===== config.mk =====
export PLATFORM = sky130hd
export DESIGN_NAME = ibex_rf_access_ctrl
export DESIGN_NICKNAME = d
export VERILOG_FILES = /design/src/rtl/ibex_rf_access_ctrl.sv
export SDC_FILE = /design/constraint.sdc
export NUM_CORES = 1
export LEC_CHECK = 0
export BUFFER_PORTS_ARGS = -buffer_cell sky130_fd_sc_hd__buf_2
export CORE_AREA = 3 3 92 94
export CTS_BUF_LIST = sky130_fd_sc_hd__clkbuf_4 sky130_fd_sc_hd__clkbuf_8
export DETAILED_ROUTE_END_ITERATION = 10
export DIE_AREA = 0 0 95 97
export PLACE_DENSITY_LB_ADDON = 0.15
export SLEW_MARGIN = 20
export SYNTH_ARGS = -nofsm -noshare
export SYNTH_HDL_FRONTEND = slang
export SYNTH_SLANG_ARGS = --single-unit

===== constraint.sdc =====
create_clock -name clk_i -period 1.36 [get_ports clk_i]
set_input_delay 0.136 -clock clk_i [delete_from_list [all_inputs] [get_ports clk_i]]
set_output_delay 0.136 -clock clk_i [all_outputs]
set_load 0.1 [all_outputs]

===== src/rtl/ibex_rf_access_ctrl.sv =====
// Register-file write/read-B access controller: post-reset clear sweep,
// then core-priority sharing with a starvation-bounded debug requester.
module ibex_rf_access_ctrl #(
  parameter bit                   RV32E       = 1'b0,
  parameter int unsigned          DataWidth   = 32,
  parameter logic [DataWidth-1:0] WordZeroVal = '0,
  parameter bit                   InitEnable  = 1'b1,
  parameter int unsigned          MaxWait     = 8
) (
  input  logic                 clk_i,
  input  logic                 rst_ni,

  input  logic                 core_we_i,
  input  logic [4:0]           core_waddr_i,
  input  logic [DataWidth-1:0] core_wdata_i,
  input  logic                 core_rb_req_i,
  input  logic [4:0]           core_raddr_b_i,
  output logic                 core_stall_o,
  output logic                 init_done_o,

  input  logic                 dbg_req_i,
  input  logic                 dbg_we_i,
  input  logic [4:0]           dbg_addr_i,
  input  logic [DataWidth-1:0] dbg_wdata_i,
  output logic                 dbg_gnt_o,
  output logic                 dbg_rvalid_o,
  output logic [DataWidth-1:0] dbg_rdata_o,
  output logic                 dbg_err_o,

  output logic                 rf_we_o,
  output logic [4:0]           rf_waddr_o,
  output logic [DataWidth-1:0] rf_wdata_o,
  output logic [4:0]           rf_raddr_b_o,
  input  logic [DataWidth-1:0] rf_rdata_b_i
);

  localparam int unsigned AddrWidth = RV32E ? 4 : 5;
  localparam int unsigned NumWords  = 2 ** AddrWidth;
  localparam logic [4:0]  LastCnt   = 5'(NumWords - 2);
  localparam logic [7:0]  WaitLim   = 8'(MaxWait - 1);

  typedef enum logic {
    INIT,
    RUN
  } state_e;

  state_e               state_q;
  logic [4:0]           cnt_q;
  logic [7:0]           wait_q, wait_d;
  logic                 force_q, force_d;
  logic                 init_done_q;
  logic                 rvalid_q;
  logic                 err_q;
  logic [DataWidth-1:0] rdata_q, rdata_d;

  logic in_run;
  logic core_act;
  logic dbg_oor;
  logic dbg_gnt;

  assign in_run   = (state_q == RUN);
  assign core_act = core_we_i | core_rb_req_i;
  assign dbg_oor  = RV32E && dbg_addr_i[4];
  assign dbg_gnt  = in_run & dbg_req_i & (force_q | ~core_act);

  assign core_stall_o = ~in_run | force_q;
  assign init_done_o  = init_done_q;
  assign dbg_gnt_o    = dbg_gnt;
  assign dbg_rvalid_o = rvalid_q;
  assign dbg_err_o    = err_q;
  assign dbg_rdata_o  = rdata_q;

  // cnt_q counts from 0 so the sweep address is cnt_q+1
  always_comb begin
    rf_we_o      = 1'b0;
    rf_waddr_o   = core_waddr_i;
    rf_wdata_o   = core_wdata_i;
    rf_raddr_b_o = core_raddr_b_i;
    unique case (1'b1)
      !in_run: begin
        rf_we_o    = 1'b1;
        rf_waddr_o = cnt_q + 5'd1;
        rf_wdata_o = WordZeroVal;
      end
      dbg_gnt: begin
        rf_raddr_b_o = dbg_addr_i;
        if (dbg_we_i && !dbg_oor) begin
          rf_we_o    = 1'b1;
          rf_waddr_o = dbg_addr_i;
          rf_wdata_o = dbg_wdata_i;
        end
      end
      default: begin
        rf_we_o = core_we_i & ~force_q;
      end
    endcase
  end

  always_comb begin
    wait_d = '0;
    if (in_run && dbg_req_i && !dbg_gnt && wait_q != 8'hFF) begin
      wait_d = wait_q + 8'd1;
    end
  end

  assign force_d = in_run & dbg_req_i & ~dbg_gnt & (wait_q == WaitLim);

  always_comb begin
    rdata_d = '0;
    if (dbg_gnt && !dbg_we_i && !dbg_oor) begin
      rdata_d = (dbg_addr_i == 5'd0) ? WordZeroVal : rf_rdata_b_i;
    end
  end

  always_ff @(posedge clk_i or negedge rst_ni) begin
    if (!rst_ni) begin
      state_q     <= InitEnable ? INIT : RUN;
      init_done_q <= !InitEnable;
      cnt_q       <= '0;
      wait_q      <= '0;
      force_q     <= 1'b0;
      rvalid_q    <= 1'b0;
      err_q       <= 1'b0;
      rdata_q     <= '0;
    end else begin
      unique case (state_q)
        INIT: begin
          if (cnt_q == LastCnt) begin
            state_q     <= RUN;
            init_done_q <= 1'b1;
          end else begin
            cnt_q <= cnt_q + 5'd1;
          end
        end
        RUN: begin
          state_q     <= RUN;
          init_done_q <= 1'b1;
        end
        default: state_q <= INIT;
      endcase
      wait_q   <= wait_d;
      force_q  <= force_d;
      rvalid_q <= dbg_gnt;
      err_q    <= dbg_gnt & dbg_oor;
      rdata_q  <= rdata_d;
    end
  end

endmodule

==> impl_metrics.toml <==
[synthesis]
synth_nets = 394
synth_top_area_share_pct = 45.5
synth_edf_count = 0
synth.area.top_cells = "dfrtp_1 (46%), mux2i_1 (12%), and2_2 (6.1%)"
ys_types = 38
ys_ff_latch = 49
ys.flop_type = "dfrtp_1"
syn_area_per_cell_um2 = 9.83
async_flop_share_pct = 100
syn_inst = 274
synthesis.area_um2 = 2690
yosysWarnings = 0
yosysSeqAreaShare_pct = 45.5
synth_top_area_cell = "dfrtp_1"

[grt]
grt_pass1_wl_um = 15100
grt_max_degree = 34
first_global_vias = 3040
grt_antenna_before_repair = 0
grt_overflow_total = 0
track_usage_pct = 20.9

[status]
status = "finished, violations left"
violations = "negative setup slack"

[floorplan]
core_um2 = 7730
rows = 32
die_w_um = 95
dieHeight_um = 97
dieArea_um2 = 9220
start_util_pct = 34.8
num_io_pins = 197

[power_and_ir_drop]
leakagePower_uw = 0.00287
peakVddDrop_v = 0.000823
power.density_nw_per_um2 = 775

[critical_path]
cp-start-kind = "flip-flop"
required_ns = 1.22
cp.arrival_ns = 1.76
crit_fanout = 15
worstSetupPathType = "flip-flop to output port"
end_kind = "output port"

[worst_hold_path]
holdCritPathClass = "input pin to flip-flop"

[timing]
setup_viol = 82
finalCriticalPeriod_ns = 1.90
clock_skew_ns = 0.00482
max_freq_mhz = 526
maxSlewViolCount = 0
timing.setup.tns_ns = -26.83
rsz0062_at_grt = "true"
setup_ws_ns = -0.540
period_share_pct = 140
finalHoldViolCount = 0

[route]
viasPerCell = 4.57
post_drt_wl_per_cell_um = 15.8
drc_errors = 0
drt-total-wl_um = 9630
vias = 2792
ant_nets = 0
first_pass_iters = 4
drt_iter0_drc = 42

[cells_and_area]
multiInputGateArea_um2 = 1810
final_core_util_pct = 71.9
nFillCells = 521
antenna_cells = 0
area_growth_pct = 106
nNetsFinal = 629
drive_gt1_share_pct = 66.0
regArea_um2 = 1230

[clock_network]
cts_tree = "built"
root_buffer = "clkbuf_8"
clock_sinks = 49
htree_levels = 2
clkSlewWorstSetupHoldPaths_ns = 0.08
cts_buffers = 5
clock_latency_ns = 0.29
cts_buffer_depth = 2

[run]
maxCapViolations = 0

[placed_design]
portBuffers = 195
place.gp.congestion = 0.848
place_hpwl_um = 7890
pre_cts_ws_ns = -0.280
## power breakdown
part           internal [uW]  leakage (uW)  total [uW]  switching, uW
combinational            699       0.00216        1850           1150
sequential              1480      0.000647        1490           10.2
clock                    534     0.0000540         972            438
## timing repair
action,4_1_cts,5_1_grt
hold buffers,1,0
gates cloned,0,0
endpoints found under the setup margin,87,87
gates resized for setup,39,19
hold endpoints to repair,16,0
pin swaps,2,5
setup buffers,2,5
## placed cells by master (no fill, tap or decap), types with 2 or more instances in the layout
master    instances
a21oi_1           3
a221o_2           5
a31oi_1           2
and2_1           10
and2_2           22
and3_1            2
buf_12           54
buf_2           150
buf_4            32
buf_6             5
clkbuf_8          5
dfrtp_1          49
ha_4              3
inv_1            36
mux2_4            5
mux2i_4          32
nand2_1          35
nand3_1           3
nand3_2           3
nand3_4           2
nor2_1           10
nor2_4            4
nor3_1            2
o211a_1           2
o21ai_0           2
or3_1             2
xnor2_1           5
xor2_1            3
## synth_stat cells, types with 4 or more instances
library cell   n
xnor2_1        6
nor2_1        13
xor2_1         4
inv_1         38
mux2i_1       32
and2_1        10
mux2_2         5
and2_2        22
a221o_1        5
nand2_1       36
dfrtp_1       49
buf_4          4
nand3_1        8
buf_6          4
## through the flow
step	hold WS, ns	std cells	area, um^2	total power, uW
3_3_place_gp	0.112	597	5130	3270
2_1_floorplan	-0.160	274	3170	2630
6_report	0.0437	611	5560	4310
3_5_place_dp	0.116	597	5130	3300
4_1_cts	0.0362	607	5420	4330
5_1_grt	0.0348	611	5560	4470
## cells by family (layout without fill, tap and decap cells)
group	after synthesis	in the layout	synth area share [%]
adder cells (fa/ha/maj)	3	3	1.39
multiplexers	37	37	14.0
other	1	1	0.139
AND/OR/NAND/NOR	101	101	19.8
XOR/XNOR	10	10	3.25
buffers and inverters	52	287	9.01
AO/OA/AOI/OAI	21	21	6.88
flip-flops	49	49	45.5
## cell type report
class | count | share of cell area (%)
clock inverter | 2 | 0.630
sequential | 49 | 22.1
tap | 102 | 2.30
inverter | 38 | 2.63
timing repair buffer | 242 | 38.5
clock buffer | 5 | 1.24
multi-input combinational | 173 | 32.7
## critical path, cell delays in order (launching register included)
cell and delay (ns):
dfrtp_1 0.38, o21ba_4 0.18, nor2_4 0.10, buf_12 0.16
buf_12 0.17, mux2i_4 0.27, buf_12 0.20
## registers in the layout, indices dropped and copies added, names as in the netlist
name          cells
dbg_rvalid_o      1
force_q           1
cnt_q             5
in_run            1
dbg_rdata_o      32
init_done_o       1
wait_q            8
## worst paths after layout
kind	from	endpoint	slack (ns)	cells after the start
setup / recovery	force_q	rf_wdata_o[19]	-0.54	6
hold / removal	rf_rdata_b_i[1]	dbg_rdata_o[1]	0.04	2
setup reg to reg	in_run	dbg_rdata_o[20]	-0.16	6
hold reg to reg	init_done_o	init_done_o	0.47	1
max in group asynchronous	rst_ni	cnt_q[4]	0.58	3
min in group asynchronous	rst_ni	dbg_rdata_o[0]	0.33	2
## per-layer routing
layer	track usage [%]	vias up	routed length, um
met4	5.88	0	199
met5	0	-	0
met1	22.4	1304	3490
li1	-	1341	-
met2	39.1	133	5040
met3	5.91	14	901
(Power assumes the default switching activity.)
